$ cat src/rtl/alu_seq.sv
// Registered ALU: single-cycle AND/OR/ADD/SUB/SLT plus optional iterative
// MULTU (ALU_SEQ_MULT_EN) with start/busy/done handshake.
// Ports: clk, reset (async high), start, Signal (funct), dataA, dataB in;
// dataOut, dataHi, overflow, busy, done out.
module alu_seq #(
  parameter int WIDTH = 32
) (
  input  logic             clk,
  input  logic             reset,
  input  logic             start,
  input  logic [5:0]       Signal,
  input  logic [WIDTH-1:0] dataA,
  input  logic [WIDTH-1:0] dataB,
  output logic [WIDTH-1:0] dataOut,
  output logic [WIDTH-1:0] dataHi,
  output logic             overflow,
  output logic             busy,
  output logic             done
);

  localparam logic [5:0] F_AND = 6'd36;
  localparam logic [5:0] F_OR  = 6'd37;
  localparam logic [5:0] F_ADD = 6'd32;
  localparam logic [5:0] F_SUB = 6'd34;
  localparam logic [5:0] F_SLT = 6'd42;

  logic [WIDTH-1:0] add_res;
  logic [WIDTH-1:0] sub_res;
  logic [WIDTH-1:0] alu_res;
  logic             alu_ovf;
  logic             slt_lt;
  logic             a_s;
  logic             b_s;

  logic             idle;
  logic             mul_req;
  logic             mul_last;
  logic [WIDTH-1:0] prod_hi;
  logic [WIDTH-1:0] prod_lo;

  assign a_s     = dataA[WIDTH-1];
  assign b_s     = dataB[WIDTH-1];
  assign add_res = dataA + dataB;
  assign sub_res = dataA - dataB;

  // Sign-extended compare cannot overflow, unlike the sign of A-B.
  assign slt_lt = $signed({a_s, dataA})
                < $signed({b_s, dataB});

  always_comb begin
    alu_res = '0;
    alu_ovf = 1'b0;
    unique case (1'b1)
      (Signal == F_AND): alu_res = dataA & dataB;
      (Signal == F_OR):  alu_res = dataA | dataB;
      (Signal == F_ADD): begin
        alu_res = add_res;
        alu_ovf = (a_s == b_s)
                & (add_res[WIDTH-1] != a_s);
      end
      (Signal == F_SUB): begin
        alu_res = sub_res;
        alu_ovf = (a_s != b_s)
                & (sub_res[WIDTH-1] != a_s);
      end
      (Signal == F_SLT):
        alu_res = {{(WIDTH-1){1'b0}}, slt_lt};
      default: ;
    endcase
  end

`ifdef ALU_SEQ_MULT_EN
  localparam logic [5:0] F_MULTU = 6'd25;
  localparam int CW = $clog2(WIDTH);

  typedef enum logic {
    S_IDLE,
    S_MUL
  } state_t;

  state_t             state;
  state_t             state_nx;
  logic [WIDTH-1:0]   mcand;
  logic [WIDTH-1:0]   mplier;
  logic [2*WIDTH-1:0] acc;
  logic [2*WIDTH-1:0] acc_nx;
  logic [WIDTH:0]     psum;
  logic [CW-1:0]      cnt;

  assign idle     = (state == S_IDLE);
  assign mul_req  = idle & start
                  & (Signal == F_MULTU);
  assign mul_last = (state == S_MUL)
                  & (cnt == CW'(WIDTH - 1));

  // Carry of the partial add shifts into the product MSB.
  assign psum = {1'b0, acc[2*WIDTH-1:WIDTH]}
              + (mplier[0] ? {1'b0, mcand}
                           : {(WIDTH+1){1'b0}});
  assign acc_nx  = {psum, acc[WIDTH-1:1]};
  assign prod_hi = acc_nx[2*WIDTH-1:WIDTH];
  assign prod_lo = acc_nx[WIDTH-1:0];

  always_comb begin
    state_nx = state;
    unique case (state)
      S_IDLE: if (mul_req) state_nx = S_MUL;
      S_MUL:  if (mul_last) state_nx = S_IDLE;
      default: state_nx = S_IDLE;
    endcase
  end

  always_ff @(posedge clk or posedge reset) begin
    if (reset) state <= S_IDLE;
    else       state <= state_nx;
  end

  always_ff @(posedge clk or posedge reset) begin
    if (reset) begin
      mcand  <= '0;
      mplier <= '0;
      acc    <= '0;
      cnt    <= '0;
    end else if (mul_req) begin
      mcand  <= dataA;
      mplier <= dataB;
      acc    <= '0;
      cnt    <= '0;
    end else if (state == S_MUL) begin
      acc    <= acc_nx;
      mplier <= mplier >> 1;
      cnt    <= cnt + 1'b1;
    end
  end
`else
  assign idle     = 1'b1;
  assign mul_req  = 1'b0;
  assign mul_last = 1'b0;
  assign prod_hi  = '0;
  assign prod_lo  = '0;
`endif

  always_ff @(posedge clk or posedge reset) begin
    if (reset) begin
      dataOut  <= '0;
      dataHi   <= '0;
      overflow <= 1'b0;
      busy     <= 1'b0;
      done     <= 1'b0;
    end else begin
      done <= 1'b0;
      if (mul_last) begin
        dataHi   <= prod_hi;
        dataOut  <= prod_lo;
        overflow <= 1'b0;
        busy     <= 1'b0;
        done     <= 1'b1;
      end else if (mul_req) begin
        busy <= 1'b1;
      end else if (idle && start) begin
        dataOut  <= alu_res;
        overflow <= alu_ovf;
        done     <= 1'b1;
      end
    end
  end

endmodule

$ cat config.mk
export PLATFORM = sky130hd
export DESIGN_NAME = alu_seq
export DESIGN_NICKNAME = d
export VERILOG_FILES = /design/src/rtl/alu_seq.sv
export SDC_FILE = /design/constraint.sdc
export NUM_CORES = 1
export LEC_CHECK = 0
export ABC_AREA = 0
export BUFFER_PORTS_ARGS = -buffer_cell sky130_fd_sc_hd__clkbuf_2
export CAP_MARGIN = 25
export CORE_ASPECT_RATIO = 1.1
export CORE_MARGIN = 10
export CORE_UTILIZATION = 57
export CTS_BUF_LIST = sky130_fd_sc_hd__clkbuf_16
export DETAILED_ROUTE_END_ITERATION = 8
export HOLD_SLACK_MARGIN = 0.02
export PLACE_DENSITY_LB_ADDON = 0.3
export RECOVER_POWER = 50
export SETUP_SLACK_MARGIN = 0.4
export SYNTH_ARGS = -nofsm -noshare
export SYNTH_HDL_FRONTEND = slang
export SYNTH_SLANG_ARGS = --single-unit
$ cat constraint.sdc
create_clock -name clk -period 1.29 [get_ports clk]
set_input_delay 0.258 -clock clk [delete_from_list [all_inputs] [get_ports clk]]
set_output_delay 0.258 -clock clk [all_outputs]
set_load 0.02 [all_outputs]
==> results of run 1 <==
what timing repair did:
action / in CTS
hold buffers: 1
hold endpoints to repair: 3
setup endpoints to repair: 67
cloned: 0
resized for setup: 170
buffers inserted: 26
pin swaps: 75
stage by stage:
stage	setup TNS (ns)	cell area (um2)	setup WS [ns]
floorplan	-27.75	6720	-1.27
global placement	-42.49	8760	-1.81
detailed placement	-44.26	8760	-1.84
CTS	-31.56	9870	-1.27
cell families after synthesis:
family | after synthesis | synth area share (%)
XOR/XNOR | 31 | 4.44
flip-flops | 34 | 13.9
buffers and inverters | 211 | 15.3
AO/OA/AOI/OAI | 245 | 28.1
multiplexers | 16 | 2.62
adder cells (fa/ha/maj) | 101 | 20.9
AND/OR/NAND/NOR | 186 | 14.6
other | 1 | 0.0614
==> results.toml, run 1 <==
[synthesis]
yosys-top-cells-count = "130 x inv_1, 99 x ha_1, 70 x a21oi_1, 63 x nor2_1, 38 x nand2_1"
netlist_area_um2 = 6110
synthArstFlopShare_pct = 100
netlist_instances = 825
ys_ff_latch = 34
yosysTopAreaCell = "ha_1"
ys_seq_area_share_pct = 13.9
synth.avg_cell_area_um2 = 7.41
ys_types = 73
synth_top_area_share_pct = 20.3
synth.area.top_cells = "ha_1 20%, dfrtp_1 14%, inv_1 8.0%"
synth-edff-count = 0
yosys_warnings = 0
yosysMostFrequentCell = "inv_1"
synth_ff_type = "dfrtp_1"

[die]
io_pins = 140
die_h_um = 129
start_util_pct = 58.5
die_w_um = 119
num_rows = 39

[clock_network]
clockBufferDepth = 2
htreeDepth = 2
numCtsBuffers = 5
root_buffer = "clkbuf_16"
numClockSinks = 34

[place]
dp_hpwl_um = 18600
dp_cells = 1270
finalWeightedCongestion = 0.958
io_buffers = 106

[status]
failed_stage = "5_1_grt"
outcome = "stopped before the end"
stop_error = "[ERROR DPL-0038] Utilization greater than 100%, impossible to legalize"

[sta]
worst-ep-kind = "sequential cell input"
crit_endpoint = "dataOut[24]$_DFFE_PP0P_/D"

[global_route]
grt_start_max_net_pins = 53
==> run 2, diff against run 1 <==
CORE_ASPECT_RATIO = default   (was 1.1)
CORE_UTILIZATION = 40   (was 57)
CTS_BUF_LIST = default   (was sky130_fd_sc_hd__clkbuf_16)
HOLD_SLACK_MARGIN = default   (was 0.02)
PLACE_DENSITY_LB_ADDON = 0.15   (was 0.3)
SETUP_SLACK_MARGIN = default   (was 0.4)
==> results.toml, run 2 <==
[global_route]
antenna_found_initial = 0
grt_overflow_total = 0
grt_pass1_wl_um = 35300
grt_start_max_net_pins = 53
grtUsageTotal_pct = 20.9
first_global_vias = 7020

[layout]
layout.cells.most_common = "buf_4"
fin_area_um2 = 10100
largest_reg_flops = 32
area_delta_synth_final_pct = 64.7
layout-drive-gt1-share_pct = 48.0
top_regs = "dataOut x32, done x1, overflow x1"
fin_nets = 1348
utilization_pct = 66.7
antenna_cells = 0
layout_common_cells = "271 x buf_4, 107 x inv_1, 92 x clkbuf_2"
largest_register = "dataOut"

[detailed_routing]
drt_iter0_markers = 447
drtPass1Iterations = 5
routed_wl_um = 22200
drt-wirelength-per-cell_um = 16.3
viasPerCell = 5.13
drc_errors = 0
antenna_left = 0
vias = 6988

[die]
num_rows = 45
core_um2 = 15100
die_h_um = 144
start_util_pct = 40.5
io_pins = 140
die_area_um2 = 20600
die_w_um = 144

[clock_network]
root_buffer = "clkbuf_16"
cts_tree = "done"
numCtsBuffers = 5
clk-insertion-delay-late_ns = 0.29
numClockSinks = 34
htreeDepth = 2
clockBufferDepth = 2
clkTransAtPathRegs_ns = 0.06

[power]
leakagePower_nw = 4.90
ir_drop_uv = 475
power_density_nw_per_um2 = 611

[synthesis]
synth_top_area_share_pct = 20.3
synth_ff_type = "dfrtp_1"
ys_ff_latch = 34
synth-edff-count = 0
yosys-top-cells-count = "130 x inv_1, 99 x ha_1, 70 x a21oi_1, 63 x nor2_1, 38 x nand2_1"
ys_types = 73
netlist_instances = 825
netlist_area_um2 = 6110
yosysTopAreaCell = "ha_1"
ys_seq_area_share_pct = 13.9
synth.area.top_cells = "ha_1 20%, dfrtp_1 14%, inv_1 8.0%"
synthArstFlopShare_pct = 100
yosysMostFrequentCell = "inv_1"
yosys_warnings = 0
synth.avg_cell_area_um2 = 7.41

[sta]
final.setup.tns_ns = -30.25
slew_violations = 0
setup_violations = 32
hold_viol = 0
max_freq_mhz = 384
clock-skew-final_ns = 0
worst_pin_slew_ns = 1.07
max_slew_margin_pct = 28.7
finalCriticalPeriod_ns = 2.60
finalWorstSetupSlack_ns = -1.31
rsz0062_at_grt = "true"
min_period_over_period_pct = 202

[worst_hold_path]
hold_class = "in -> reg"
hold-path-cell-count = 2
min_from = "start"

[flow_run]
cap_viol_max_count = 0

[setup_path]
start_kind = "primary input"
reg2reg_depth = 4
crit_arrival_ns = 2.76
cp-end-kind = "register"
cp_max_fo = 6
cp_slowest_cell = "nor4_4"
critical_path.cell_chain = "buf_6, inv_2, ha_4, nor4_4, o2111ai_4, nand3_2, o21ai_2, o21a_1, o311ai_2, a21oi_2, a221oi_2, xor2_1, o221ai_1"
critical_path.max_stage_delay_ns = 0.36
reg2reg_from = "dataOut[28]$_DFFE_PP0P_"
required_ns = 1.45
critical_path.startpoint = "dataB[5]"
critical_path_class = "in -> reg"

[place]
finalWeightedCongestion = 0.911
dp_hpwl_um = 17100
io_buffers = 106
placed_area_um2 = 8970

[status]
outcome = "finished with violations"
violations = "negative setup slack"
==> run 2: cell counts after synthesis <==
No cell type changed its count.
==> run 2: worst paths after layout <==
kind                                           end  slack, ns
hold reg to reg            dataOut[17]$_DFFE_PP0P_       0.53
hold / removal                      done$_DFF_PP0_       0.24
min in group asynchronous   dataOut[1]$_DFFE_PP0P_       0.28
max in group asynchronous  dataOut[18]$_DFFE_PP0P_       0.35
setup reg to reg           dataOut[28]$_DFFE_PP0P_       0.44
setup / recovery           dataOut[31]$_DFFE_PP0P_      -1.31
==> run 2: repair_timing <==
item | CTS | global route
resized for setup | 100 | 72
setup endpoints to repair | 33 | 33
hold buffers | 0 | 0
setup buffers | 12 | 12
pin swaps | 71 | 67
==> run 2: critical path, delay by kind of cell <==
kind	cells	cell delay (ns)
fa+ha+maj	1	0.24
xor+xnor	1	0.18
simple gates	2	0.52
buf+inv	2	0.18
compound gates	7	1.38
==> run 2: area by class of cell <==
type,instances,area (um2)
Fill cell,1293,5020
Tap cell,188,235
Sequential cell,34,851
Multi-Input combinational cell,612,5420
Clock inverter,1,5.00
Timing Repair Buffer,390,2880
Clock buffer,7,143
Inverter,131,538
==> run 2: through the flow <==
| stage | total power, mW | setup WS [ns] | hold WS (ns) | cells |
|---|---|---|---|---|
| floorplan | 3.01 | -1.27 | 0.289 | 857 |
| global placement | 4.30 | -1.71 | 0.323 | 1334 |
| detailed placement | 4.33 | -1.76 | 0.322 | 1334 |
| CTS | 5.95 | -1.27 | 0.0101 | 1353 |
| global route | 6.55 | -1.40 | 0.241 | 1363 |
| finish | 6.15 | -1.31 | 0.242 | 1363 |
==> run 2: metal layers <==
metal  vias to the layer above  global-route usage [%]  routed length [um]
met4                         0                    4.41                 377
met2                       200                    35.2               10500
li1                       3490                       -                   -
met3                        36                    3.43                1250
met1                      3262                    27.4               10100
met5                         -                       0                   0
==> run 2: logic make-up (layout without fill, tap and decap cells) <==
logic type	count (synthesis)	count (layout)	share of synthesized area [%]
AO/OA/AOI/OAI	245	245	28.1
buffers and inverters	211	529	15.3
AND/OR/NAND/NOR	186	186	14.6
adder cells (fa/ha/maj)	101	101	20.9
flip-flops	34	34	13.9
XOR/XNOR	31	31	4.44
multiplexers	16	16	2.62
other	1	33	0.0614
==> run 2: power breakdown <==
part           switching (mW)  total, mW  leakage [nW]  internal [mW]
clock                   0.530       1.30        0.0739          0.768
combinational            1.91       3.76          4.36           1.84
sequential             0.0115       1.10         0.468           1.08
No activity file was read; power rests on OpenSTA's default activity.
